$ cat src/rtl/imm_ext_pkg.sv
// Shared definitions for the immediate-extension arbiter: default widths,
// FSM state encoding and extension-mode constants.
package imm_ext_pkg;

  localparam int IN_W_DEF  = 8;
  localparam int OUT_W_DEF = 20;

  typedef enum logic [1:0] {
    IDLE = 2'd0,
    EXT  = 2'd1,
    RESP = 2'd2
  } state_t;

  localparam logic EXT_ZERO = 1'b0;
  localparam logic EXT_SIGN = 1'b1;

endpackage

$ cat src/rtl/imm_ext_unit.sv
// Combinational immediate extender: widens an IN_W-bit immediate to OUT_W
// bits, filling the upper bits with zeros or with copies of the sign bit.
module imm_ext_unit
  import imm_ext_pkg::*;
#(
  parameter int IN_W  = IN_W_DEF,
  parameter int OUT_W = OUT_W_DEF
) (
  input  logic [IN_W-1:0]  imm,
  input  logic             sext,
  output logic [OUT_W-1:0] ext
);

  localparam int PAD_W = OUT_W - IN_W;

  logic [PAD_W-1:0] w_fill;

  assign w_fill = (sext == EXT_SIGN) ? {PAD_W{imm[IN_W-1]}} : '0;
  assign ext    = {w_fill, imm};

endmodule

$ cat src/rtl/imm_ext_arbiter.sv
// Round-robin arbiter sharing one immediate extender between NREQ requesters.
// A granted request is captured in IDLE, extended and registered in EXT, and
// presented on the response channel in RESP until the consumer accepts it.
// Optional build macro IMM_EXT_STATS_EN adds per-requester saturating
// 16-bit grant counters on output port grant_cnt.
module imm_ext_arbiter
  import imm_ext_pkg::*;
#(
  parameter int NREQ  = 2,
  parameter int IN_W  = IN_W_DEF,
  parameter int OUT_W = OUT_W_DEF,
  parameter int ID_W  = $clog2(NREQ)
) (
  input  logic                 clk,
  input  logic                 rst_n,
  input  logic [NREQ-1:0]      req_valid,
  output logic [NREQ-1:0]      req_ready,
  input  logic [NREQ*IN_W-1:0] req_imm,
  input  logic [NREQ-1:0]      req_sext,
  output logic                 rsp_valid,
  input  logic                 rsp_ready,
  output logic [OUT_W-1:0]     rsp_data,
  output logic [ID_W-1:0]      rsp_id
`ifdef IMM_EXT_STATS_EN
  ,
  output logic [NREQ*16-1:0]   grant_cnt
`endif
);

  // Returns {found, index} of the first valid requester at or after ptr,
  // searching cyclically. Iterating downwards lets the closest index win.
  function automatic logic [ID_W:0] rr_pick(input logic [NREQ-1:0] valid,
                                            input logic [ID_W-1:0] ptr);
    logic [ID_W:0] result;
    int            idx;
    result = '0;
    for (int k = NREQ - 1; k >= 0; k--) begin
      idx = (int'(ptr) + k) % NREQ;
      if (valid[idx[ID_W-1:0]]) begin
        result = {1'b1, idx[ID_W-1:0]};
      end
    end
    return result;
  endfunction

  state_t           r_state;
  state_t           w_state_next;
  logic [ID_W-1:0]  r_rr_ptr;
  logic [IN_W-1:0]  r_cap_imm;
  logic             r_cap_sext;
  logic [ID_W-1:0]  r_cap_id;
  logic [OUT_W-1:0] r_rsp_data;
  logic [ID_W-1:0]  r_rsp_id;

  logic [ID_W:0]    w_pick;
  logic             w_found;
  logic [ID_W-1:0]  w_winner;
  logic [ID_W-1:0]  w_ptr_next;
  logic [NREQ-1:0]  w_req_ready;
  logic             w_grant;
  logic [OUT_W-1:0] w_ext;

  assign w_pick     = rr_pick(req_valid, r_rr_ptr);
  assign w_found    = w_pick[ID_W];
  assign w_winner   = w_pick[ID_W-1:0];
  assign w_ptr_next = ID_W'((int'(w_winner) + 1) % NREQ);

  // Next-state and grant decode; only IDLE can accept a request.
  always_comb begin
    w_state_next = r_state;
    w_req_ready  = '0;
    w_grant      = 1'b0;
    case (r_state)
      IDLE: begin
        if (w_found) begin
          w_grant               = 1'b1;
          w_req_ready[w_winner] = 1'b1;
          w_state_next          = EXT;
        end
      end
      EXT: begin
        w_state_next = RESP;
      end
      RESP: begin
        if (rsp_ready) begin
          w_state_next = IDLE;
        end
      end
      default: begin
        w_state_next = IDLE;
      end
    endcase
  end

  // Ready is forced low while reset is held so no handshake is seen then.
  assign req_ready = w_req_ready & {NREQ{rst_n}};
  assign rsp_valid = (r_state == RESP);
  assign rsp_data  = r_rsp_data;
  assign rsp_id    = r_rsp_id;

  // State register.
  always_ff @(posedge clk or negedge rst_n) begin
    if (!rst_n) begin
      r_state <= IDLE;
    end else begin
      r_state <= w_state_next;
    end
  end

  // Capture the winning request and advance the round-robin pointer.
  always_ff @(posedge clk or negedge rst_n) begin
    if (!rst_n) begin
      r_rr_ptr   <= '0;
      r_cap_imm  <= '0;
      r_cap_sext <= EXT_ZERO;
      r_cap_id   <= '0;
    end else if (w_grant) begin
      r_rr_ptr   <= w_ptr_next;
      r_cap_imm  <= req_imm[w_winner*IN_W +: IN_W];
      r_cap_sext <= req_sext[w_winner];
      r_cap_id   <= w_winner;
    end
  end

  imm_ext_unit #(
    .IN_W  (IN_W),
    .OUT_W (OUT_W)
  ) u_ext (
    .imm  (r_cap_imm),
    .sext (r_cap_sext),
    .ext  (w_ext)
  );

  // Register the extended result in EXT; it then holds through RESP.
  always_ff @(posedge clk or negedge rst_n) begin
    if (!rst_n) begin
      r_rsp_data <= '0;
      r_rsp_id   <= '0;
    end else if (r_state == EXT) begin
      r_rsp_data <= w_ext;
      r_rsp_id   <= r_cap_id;
    end
  end

`ifdef IMM_EXT_STATS_EN
  generate
    for (genvar gi = 0; gi < NREQ; gi++) begin : g_stats
      logic [15:0] r_cnt;

      // Saturating count of accepted requests for this requester.
      always_ff @(posedge clk or negedge rst_n) begin
        if (!rst_n) begin
          r_cnt <= '0;
        end else if (req_valid[gi] && req_ready[gi] && (r_cnt != 16'hFFFF)) begin
          r_cnt <= r_cnt + 16'd1;
        end
      end

      assign grant_cnt[gi*16 +: 16] = r_cnt;
    end
  endgenerate
`endif

endmodule

$ cat config.mk
export PLATFORM = sky130hd
export DESIGN_NAME = imm_ext_arbiter
export DESIGN_NICKNAME = d
export VERILOG_FILES = /design/src/rtl/imm_ext_pkg.sv /design/src/rtl/imm_ext_unit.sv /design/src/rtl/imm_ext_arbiter.sv
export SDC_FILE = /design/constraint.sdc
export NUM_CORES = 1
export LEC_CHECK = 0
export BUFFER_PORTS_ARGS = -buffer_cell sky130_fd_sc_hd__buf_4
export CORE_MARGIN = 3
export CORE_UTILIZATION = 46
export DETAILED_ROUTE_END_ITERATION = 8
export GPL_ROUTABILITY_DRIVEN = 0
export PLACE_DENSITY = 0.88
export SLEW_MARGIN = 20
export SYNTH_ARGS = -nofsm -noshare
export SYNTH_HDL_FRONTEND = slang
export SYNTH_SLANG_ARGS = --single-unit
export TNS_END_PERCENT = 5
$ cat constraint.sdc
create_clock -name clk -period 1.7 [get_ports clk]
set_input_delay 0 -clock clk [delete_from_list [all_inputs] [get_ports clk]]
set_output_delay 0 -clock clk [all_outputs]
set_load 0.1 [all_outputs]
# --- Word level (Yosys, flattened, before mapping) ---
# Index checks and enable logic that the tools add are counted.
# Widths: inputs -> output; s select.
word_totals:
  reg_bits: 34
  output_inout_bits: 24
  word_cells: 40
  in_bits: 23
classes:
  n_shift: 1
  addsub: 2
  magnitude_cmp: 4
  eq_ne: 4
  reduce_logical: 3
  bitwise: 1
  muxes: 18
ops:
  columns: ["operator", "n"]
  rows:
  - ["$shiftx 16x5->8", 1]
  - ["$mux 12", 1]
  - ["$mux 2", 6]
  - ["$mux 1", 9]
  - ["$lt 1x2->1 const B", 3]
  - ["$pmux 2 s3", 1]
  - ["$add 1x1->1 const B", 2]
  - ["$and 2x2->2", 1]
  - ["$eq 2x1->1 const B", 1]
  - ["$eq 2x2->1 const B", 1]
  - ["$logic_not 2->1", 1]
  - ["$ne 2x1->1 const B", 1]
  - ["$ne 2x2->1 const B", 1]
  - ["$reduce_and 2->1", 1]
  - ["$demux 1 s1", 1]
  - ["$ge 1x1->1 const B", 1]
  - ["$logic_and 1x1->1", 1]

# --- Logic depth before layout (Yosys ltp) ---
# Gate-level depths: netlist of run 1.
logic_depth:
  ltp_word: 12
  mapped_depth: 5
  ltp_nobuf: 4

# --- By module ---
# Synthesis of run 1 repeated with hierarchy kept, for this count alone.
unflattened:
  hier_cells: 113
  hier_area_um2: 1517.7
modules_own_cells:
  columns: ["module", "seq_area_each_um2", "cells_each", "n_inst", "area_per_inst_um2"]
  rows:
  - ["imm_ext_arbiter", 850.8, 93, 1, 1368.8]
  - ["imm_ext_unit", 0.0, 20, 1, 148.9]

# --- Worst setup path after synthesis of run 1 ---
# No wires, ideal clock.
synth_timing:
  kind: "register -> output"
  startpoint: "register r_state[0]"
  endpoint: "output port req_ready[1]"
  required_ps: 1700
  t_arrival_ps: 2043
  stages_incl_launch_ff: 5
  slack_ps: -343
  n_path_buf: 1
  path_cell_list: "dfrtp_1 > nor2_1 > buf_4 > nand3_1 > nor2_1"
synth_between:
  elab_chain_len: 3
synth_rtl:
  columns: ["element", "line_no", "text"]
  rows:
  - ["start, declared", "imm_ext_arbiter.sv:46", "state_t r_state;"]
  - ["start signal, assigned", "imm_ext_arbiter.sv:106", "r_state <= w_state_next;"]
  - ["$logic_not 2->1", "imm_ext_arbiter.sv:73", "case (r_state)"]
  - ["$mux 2", "imm_ext_arbiter.sv:73", null]
  - ["$and 2x2->2", "imm_ext_arbiter.sv:96", "assign req_ready = w_req_ready & {NREQ{rst_n}};"]
  - ["end, declared", "imm_ext_arbiter.sv:17", "output logic [NREQ-1:0] req_ready,"]
# Every way passes these cells.

# --- Worst setup path after layout of run 1 ---
layout_timing:
  startpoint: "register r_rr_ptr"
  endpoint: "output port req_ready[0]"
layout_between:
  elab_chain_len: 12
  word_cells_on_any_way: 15
  classes_between: "1 x add/sub; 2 x order compare; 10 x mux; 1 x bitwise; 1 x reduce/logical"
layout_rtl:
  columns: ["element", "line_no", "text"]
  rows:
  - ["start, declared", "imm_ext_arbiter.sv:48", "logic [ID_W-1:0] r_rr_ptr;"]
  - ["start signal, assigned", "imm_ext_arbiter.sv:118", "r_rr_ptr <= w_ptr_next;"]
  - ["$add 1x1->1", "imm_ext_arbiter.sv:38", "idx = (int'(ptr) + k) % NREQ;"]
  - ["$mux 1 (implied by the code) (2 in series)", "imm_ext_arbiter.sv:39", "if (valid[idx[ID_W-1:0]]) begin"]
  - ["$mux 2", "imm_ext_arbiter.sv:39", null]
  - ["$mux 2 *", "imm_ext_arbiter.sv:39", null]
  - ["$lt 1x2->1 (implied by the code) or $ge 1x1->1 (tied branches)", "imm_ext_arbiter.sv:77", "w_req_ready[w_winner] = 1'b1;"]
  - ["$logic_and 1x1->1 (implied by the code)", "imm_ext_arbiter.sv:77", null]
  - ["$mux 1 (implied by the code)", "imm_ext_arbiter.sv:77", null]
  - ["$demux 1 s1", "imm_ext_arbiter.sv:77", null]
  - ["$mux 2 *", "imm_ext_arbiter.sv:75", "if (w_found) begin"]
  - ["$mux 2 *", "imm_ext_arbiter.sv:73", null]
  - ["$and 2x2->2 *", "imm_ext_arbiter.sv:96", null]
# Every way passes the cells marked *; elsewhere a longest branch is shown, timed or not. The select of a mux whose other input is x is not followed.

==> impl_metrics.csv, run 1 <==
group,metric,value,unit
final_layout,multiInputGateArea,385,um2
synthesis,synth_top_family_by_area,"compound AO/OA/AOI/OAI gates",
timing,maxSlewViolCount,0,
drt,num_vias,975,
place,numPortBuffers,46,
synthesis,yosys.area_share.simple,0.109,
final_layout,syn_to_final_growth,43.7,%
clock_network,cts_setup_buffers,0,
setup_path,worstPathRequired,1.70,ns
global_routing,track_usage,0.190,
die,ios,47,
status,status,"finished clean",
clock_network,cts_buffers,3,
drt,via_per_inst,5.33,
timing,relSlewSlack,0.635,
final_layout,fin_util,0.702,
timing,final.period_utilization,0.965,
drt,routed_wl,2620,um
synthesis,synth.top_cells.by_area,"dfrtp_1, buf_4, mux2_1, a31oi_1, nand3_1",
timing,tns,0,ns
synthesis,syn_area_per_cell,10.6,um2
setup_path,cp_max_fo,8,
synthesis,yosys.area.top_type,"dfrtp_1",
clock_network,clkSinkCount,23,
synthesis,yosys-top-cells-count,"dfrtp_1, buf_4, mux2_1, nand3_1",
synthesis,synth_edf_count,0,
die,die_y,54.7,um
synthesis,synth_nets,126,
die,initial_core_util,0.489,
synthesis,synthMuxAreaShare,0.0826,
job,maxCapViolCount,0,
global_routing,antenna_found_initial,0,
min_path,hold_path_class,"in2reg",
timing,finClkSkew,0.00860,ns
final_layout,n_antenna_cell,0,
global_routing,overflow,0,
timing,worst_pin_slew,0.548,ns
die,dieArea,2990,um2
die,die-width,54.7,um
clock_network,cts_max_level,1,
synthesis,synth-main-ff-cell,"dfrtp_1",
final_layout,fillers,152,
synthesis,synth-compound-area-share,0.157,
synthesis,ys_ff_latch,23,
setup_path,criticalPathCategory,"reg2out",
synthesis,seq_area_frac_synth,0.528,
global_routing,first_global_vias,901,
final_layout,drive_above_1_share,0.342,
timing,max_clock_freq,0.610,GHz
drt,ant_nets,0,
clock_network,clkSlewWorstSetupHoldPaths,0.13,ns
synthesis,synth.most_common_cell,"dfrtp_1",
setup_path,cp-end-kind,"primary output",
synthesis,synth_cells,103,
final_layout,fin_nets,179,
clock_network,cts_buffer_depth,2,
global_routing,grt_start_max_net_pins,26,
clock_network,cts_tree,"yes",
die,core_area,2230,um2
synthesis,synth_top_area_share,0.528,
drt,drt_iter0_markers,16,
place,hpwl,1710,um
clock_network,worstSkewPairLatency,0.30,ns
synthesis,synth_xor_area_frac,0,
setup_path,startpoint_type,"register",
clock_network,cts_root_buffer,"clkbuf_4",
synthesis,ys_warn_count,0,
global_routing,grt_pass1_wl,4090,um
drt,wl_per_cell,14.3,um
timing,hold_viol,0,
synthesis,synth-adder-area-share,0,
synthesis,synthArstFlopShare,1.00,
setup_path,arrival,1.64,ns
synthesis,synth.distinct_cells,22,
synthesis,syn_area,1090,um2
drt,dr.pass1.iters,4,
timing,finalSetupViolations,0,
die,rows,17,
final_layout,ff_latch_area,576,um2
timing,min_period,1.64,ns
drt,route.detailed.drc,0,
metal layers:
| layer | track usage | part of all wire | vias up |
|---|---|---|---|
| li1 | - | - | 459 |
| met1 | 0.232 | 0.40 | 469 |
| met3 | 0.0409 | 0.074 | 0 |
| met2 | 0.335 | 0.53 | 47 |
| met4 | 0.0498 | 0 | 0 |
| met5 | 0 | 0 | - |
worst max-delay path: stages, from the launching register on:
cell,delay (ns)
dfrtp_1,0.41
and2b_1,0.34
o211a_1,0.21
and2_1,0.15
buf_6,0.22
cell usage in the layout, fill, tap and decap left out, types with 3 or more instances in the layout:
master         Yosys  final
o21ai_1            4      4
nand2_1            4      4
o21ai_0            7      7
mux2_1             8      8
clkbuf_4           0      3
inv_1              4      4
dlygate4sd3_1      0     17
nand3_1            8      8
a21oi_1            7      7
buf_4             12     46
dfrtp_1           23     23
a31oi_1            7      7
kinds of logic after synthesis:
family                 after synthesis
and+or+nand+nor                     22
buffers and inverters               21
AOI/OAI and AO/OA                   29
muxes                                8
DFF                                 23
through the flow:
| step | worst slack (ns) | instances | cell area [um2] | hold WS [ns] |
|---|---|---|---|---|
| after global placement | 0.409 | 162 | 1370 | -0.0952 |
| after CTS | 0.0460 | 182 | 1550 | 0.000134 |
| after global routing | -0.0197 | 183 | 1570 | 0.0101 |
| after detailed placement | 0.352 | 162 | 1370 | -0.0875 |
| after floorplan | 0.109 | 103 | 1090 | -0.296 |
| final | 0.0598 | 183 | 1570 | 0.000694 |
path summary, 6_finish.rpt:
path                            slack, ns          from            to  depth (start not counted)
min in group asynchronous            0.11         rst_n  r_cap_imm[0]                          2
worst min register to register       0.50  r_cap_imm[6]   rsp_data[6]                          1
worst min-delay path               0.0007    req_imm[4]  r_cap_imm[4]                          3
worst max-delay path                 0.06      r_rr_ptr  req_ready[0]                          4
max in group asynchronous            1.35         rst_n  rsp_data[18]                          2
worst max register to register       0.35    r_state[1]   rsp_data[0]                          2
final cells by class:
| cell class | count | share of cell area |
|---|---|---|
| Multi-Input combinational cell | 59 | 0.246 |
| Inverter | 5 | 0.0120 |
| Timing Repair Buffer | 64 | 0.336 |
| Tap cell | 28 | 0.0223 |
| Clock buffer | 4 | 0.0168 |
| Sequential cell | 23 | 0.367 |
state kept, by name, summed over array words and instances, names as in the netlist:
register	count
r_state	2
r_cap_imm	8
rsp_id	1
rsp_data	9
r_cap_id	1
r_rr_ptr	1
r_cap_sext	1
what timing repair did:
action                                 in CTS  in global routing
gates resized for setup                     0                  2
setup endpoints to repair                   0                  2
hold buffers                               16                  1
endpoints found under the hold margin      33                  1
Power of run 1 is not shown: default switching activity piles up to over one toggle a cycle in this logic, so the estimate is an artifact.
==> inputs of run 2 (changes only) <==
Settings changed: ABC_AREA set to 1, CORE_UTILIZATION 46 to 47.
==> impl_metrics.csv, run 2 <==
group,metric,value,unit
status,status,"finished, violations left",
status,failed_checks,"hold timing",
die,dieArea,3100,um2
timing,worst_pin_slew,0.344,ns
clock_network,cts_buffer_depth,2,
timing,final.period_utilization,0.927,
final_layout,n_antenna_cell,0,
drt,drt_iter0_markers,25,
synthesis,synth_nets,171,
setup_path,crit_start,"r_state[1]",
final_layout,layout_common_cells,"nand2_1, buf_4, dfrtp_1, inv_1, nand3_1",
clock_network,clkSinkCount,23,
setup_path,r2r-start,"r_state[1]",
timing,min_period,1.58,ns
timing,finClkSkew,0.00280,ns
setup_path,r2r_cells,5,
clock_network,worstSkewPairLatency,0.30,ns
synthesis,synthMuxAreaShare,0,
global_routing,first_global_vias,924,
min_path,min-delay-start,"req_imm[3]",
timing,finalSetupViolations,0,
synthesis,synth_cells,148,
global_routing,antenna_found_initial,0,
setup_path,critPathSlowestCell,"dlygate4sd3_1",
global_routing,grt_pass1_wl,3960,um
die,initial_core_util,0.510,
global_routing,overflow,0,
clock_network,cts_max_level,1,
timing,relSlewSlack,0.771,
synthesis,synthArstFlopShare,1.00,
drt,route.detailed.drc,0,
timing,holdWs,-0.00142,ns
final_layout,final_common_cell,"nand2_1",
setup_path,cp-end-kind,"register",
setup_path,criticalPathCategory,"reg2reg",
clock_network,cts_buffers,3,
die,die_y,55.7,um
synthesis,synth-compound-area-share,0.0291,
global_routing,track_usage,0.156,
final_layout,drive_above_1_share,0.295,
synthesis,ys_ff_latch,23,
die,ios,47,
drt,num_vias,1027,
clock_network,cts-resized-gates,0,
place,numPortBuffers,46,
synthesis,synth.top_cells.by_area,"dfrtp_1, nand2_1, nand3_1, buf_4, inv_1",
min_path,hold_path_class,"in2reg",
synthesis,synth_xor_area_frac,0,
final_layout,multiInputGateArea,400,um2
die,rows,17,
setup_path,r2r_slack,0.12,ns
drt,dr.pass1.iters,4,
synthesis,synth.distinct_cells,14,
synthesis,synth_edf_count,0,
synthesis,synth-adder-area-share,0,
clock_network,clkSlewWorstSetupHoldPaths,0.12,ns
synthesis,synth_top_family_by_area,"simple AND/OR/NAND/NOR gates",
final_layout,largest_reg_flops,9,
drt,ant_nets,0,
final_layout,fin_util,0.682,
synthesis,synth-main-ff-cell,"dfrtp_1",
timing,hold_viol,1,
synthesis,yosys.area_share.simple,0.314,
final_layout,fin_nets,217,
drt,wl_per_cell,10.5,um
synthesis,syn_area,1160,um2
timing,rsz0062_at_grt,"false",
job,maxCapViolCount,0,
clock_network,cts_root_buffer,"clkbuf_4",
setup_path,cp_max_fo,9,
die,die-width,55.7,um
setup_path,cp-endpoint,"r_cap_sext",
synthesis,synth.most_common_cell,"nand2_1",
synthesis,yosys-top-cells-count,"nand2_1, dfrtp_1, inv_1, nand3_1, buf_4",
final_layout,ff_latch_area,576,um2
drt,via_per_inst,4.65,
final_layout,fillers,174,
die,core_area,2280,um2
setup_path,startpoint_type,"register",
synthesis,syn_area_per_cell,7.84,um2
drt,routed_wl,2330,um
setup_path,slowest_delay,0.55,ns
setup_path,r2r-end,"r_cap_sext",
timing,maxSlewViolCount,0,
timing,max_clock_freq,0.634,GHz
global_routing,grt_start_max_net_pins,25,
synthesis,yosys.area.top_type,"dfrtp_1",
setup_path,path_cells,"nor2_4, o21ai_2, nand2_1, nand3_1, dlygate4sd3_1",
place,hpwl,1840,um
setup_path,worstPathRequired,1.90,ns
clock_network,cts_tree,"yes",
synthesis,seq_area_frac_synth,0.496,
synthesis,ys_warn_count,0,
setup_path,arrival,1.78,ns
synthesis,synth_top_area_share,0.496,
final_layout,syn_to_final_growth,33.9,%
run 2: what timing repair did:
| action | 4_1_cts | 5_1_grt |
|---|---|---|
| endpoints found under the hold margin | 28 | 0 |
| setup endpoints to repair | 0 | 2 |
| setup buffers | 0 | 1 |
| hold buffers | 8 | 0 |
run 2: cells by family (layout without fill, tap and decap cells):
| group | after synthesis | count (layout) |
|---|---|---|
| AND/OR/NAND/NOR | 83 | 83 |
| flip-flops | 23 | 23 |
| buffers and inverters | 36 | 81 |
| AO/OA/AOI/OAI | 6 | 6 |
run 2: worst min-delay path by stage:
stage              endpoint  slack, ns  cells after the start
2_1_floorplan      r_cap_id      -0.30                      0
3_3_place_gp    rsp_data[1]      -0.10                      1
3_5_place_dp    rsp_data[1]       -0.1                      1
4_1_cts        r_cap_imm[3]     0.0009                      5
5_1_grt        r_cap_imm[4]      0.004                      5
6_report       r_cap_imm[3]     -0.001                      5
run 2: critical path, delay by kind of cell, from the launching register on:
family,cells,cell delay [ns]
buffers and inverters,1,0.55
DFF,1,0.47
and+or+nand+nor,3,0.33
AOI/OAI and AO/OA,1,0.13
run 2: per-layer routing:
metal	part of all wire	track usage
met1	0.41	0.189
met5	0	0
met4	0.0069	0.0556
met2	0.49	0.269
met3	0.092	0.0371
run 2: final cells by class:
class                           count  area share
Clock buffer                        4      0.0169
Inverter                           22      0.0532
Multi-Input combinational cell     89       0.258
Sequential cell                    23       0.371
Tap cell                           28      0.0226
Timing Repair Buffer               55       0.279
run 2: through the flow:
stage | std cells | setup WS [ns] | setup TNS (ns) | cell area (um2)
finish | 221 | 0.124 | 0 | 1550
global route | 221 | 0.0422 | 0 | 1550
CTS | 220 | 0.0540 | 0 | 1550
detailed placement | 208 | 0.506 | 0 | 1440
global placement | 208 | 0.564 | 0 | 1440
floorplan | 148 | -0.255 | -0.485 | 1160
Power of run 2 is left out for the same reason.
==> inputs of run 3 (changes only) <==
Settings changed: CORE_ASPECT_RATIO set to 0.9, REMOVE_ABC_BUFFERS set to 1.
==> impl_metrics.csv, run 3 (synthesized netlist as in run 2, its figures left out) <==
group,metric,value,unit
status,status,"finished clean",
setup_path,criticalPathCategory,"reg2reg",
final_layout,largest_reg_flops,9,
drt,ant_nets,0,
drt,route.met3.wl,182,um
clock_network,cts_tree,"yes",
die,ios,47,
place,place_inst,207,
min_path,holdPathStages,5,
setup_path,r2r-end,"r_cap_sext",
die,core_area,2260,um2
setup_path,worstPathRequired,1.91,ns
clock_network,cts_max_level,1,
setup_path,r2r_cells,5,
min_path,hold_path_class,"in2reg",
setup_path,cp-end-kind,"register",
min_path,holdPathEnd,"r_cap_imm[2]",
setup_path,path_cells,"nor2_4, o21ai_4, nand2_1, nand3_1, dlygate4sd3_1",
timing,final.period_utilization,0.961,
global_routing,grt_start_max_net_pins,25,
drt,via_per_inst,4.93,
die,initial_core_util,0.513,
clock_network,cts_buffers,3,
die,die-width,58.4,um
drt,wl_per_cell,11.9,um
drt,met2_length,1370,um
timing,max_clock_freq,0.612,GHz
global_routing,track_usage,0.179,
final_layout,drive_above_1_share,0.315,
drt,routed_wl,2670,um
setup_path,arrival,1.84,ns
die,die_y,53.1,um
job,maxCapViolCount,0,
setup_path,critPathTopFamily,"buffers and inverters",
global_routing,grt_pass1_wl,4280,um
timing,finClkSkew,0.0110,ns
final_layout,final_common_cell,"nand2_1",
global_routing,overflow,0,
setup_path,cp_max_fo,7,
timing,relSlewSlack,0.771,
setup_path,startpoint_type,"register",
global_routing,antenna_found_initial,0,
place,pre_cts_ws,0.472,ns
die,rows,16,
clock_network,clkSinkCount,23,
final_layout,final_cells,224,
clock_network,clkSlewWorstSetupHoldPaths,0.13,ns
timing,worst_pin_slew,0.344,ns
drt,dr.pass1.iters,4,
drt,routed.top_layer,"met4",
clock_network,cts_root_buffer,"clkbuf_4",
die,dieArea,3100,um2
final_layout,layout_common_cells,"nand2_1, buf_4, dfrtp_1, inv_1, nand3_1",
global_routing,first_global_vias,1014,
setup_path,cp_num_buf_inv,1,
drt,drt-met1-wl,1080,um
timing,finalSetupViolations,0,
setup_path,critPathSlowestCell,"dlygate4sd3_1",
drt,drt_iter0_markers,35,
clock_network,cts_buffer_depth,2,
setup_path,cp.depth,5,
final_layout,fin_nets,221,
final_layout,n_antenna_cell,0,
timing,hold_viol,0,
min_path,min-delay-start,"req_imm[2]",
final_layout,fin_util,0.702,
drt,route.detailed.drc,0,
setup_path,slowest_delay,0.55,ns
drt,num_vias,1105,
final_layout,syn_to_final_growth,37.0,%
place,numPortBuffers,46,
setup_path,r2r_slack,0.07,ns
setup_path,r2r-start,"r_state[1]",
place,hpwl,1930,um
clock_network,worstSkewPairLatency,0.31,ns
timing,layout_setup_ws,0.0657,ns
timing,min_period,1.63,ns
timing,maxSlewViolCount,0,
==> run 3: worst max path at each step <==
| stage | start | end |
|---|---|---|
| after floorplan | rsp_data[18] | rsp_data[18] |
| after global placement | r_rr_ptr | r_cap_imm[2] |
| after detailed placement | r_rr_ptr | r_cap_imm[3] |
| after CTS | r_state[1] | r_cap_imm[7] |
| after global routing | r_state[1] | r_cap_sext |
| final | r_state[1] | r_cap_sext |
==> run 3: stage by stage <==
| step | area (um2) | hold slack (ns) | TNS, ns |
|---|---|---|---|
| 6_report | 1590 | 0.00495 | 0 |
| 2_1_floorplan | 1060 | -0.296 | -76.15 |
| 5_1_grt | 1590 | 0.0196 | -0.000645 |
| 4_1_cts | 1540 | 0.00280 | 0 |
| 3_5_place_dp | 1440 | -0.0908 | 0 |
| 3_3_place_gp | 1440 | -0.0970 | 0 |
==> run 3: final cells by class <==
type	count	area (um2)
Clock buffer	3	22.5
Clock inverter	1	5.00
Fill cell	158	673
Inverter	22	82.6
Multi-Input combinational cell	89	405
Sequential cell	23	577
Tap cell	27	33.8
Timing Repair Buffer	59	463
==> run 3: routing by layer <==
layer	GRT usage	vias up
met5	0	-
met4	0.0541	0
met3	0.0341	6
met2	0.340	55
met1	0.201	503
li1	-	541
==> run 3: worst min-delay path, cell delays in order <==
cell and delay, ns:
buf_4 0.08, inv_1 0.03, nand2_1 0.05, nand3_1 0.07
nand2_1 0.06
==> run 3: repair_timing <==
item	CTS	global route
hold buffers	8	0
setup buffers	0	5
gates resized for setup	0	2
setup endpoints to repair	0	2
hold endpoints to repair	28	0
Power of run 3 is left out for the same reason.
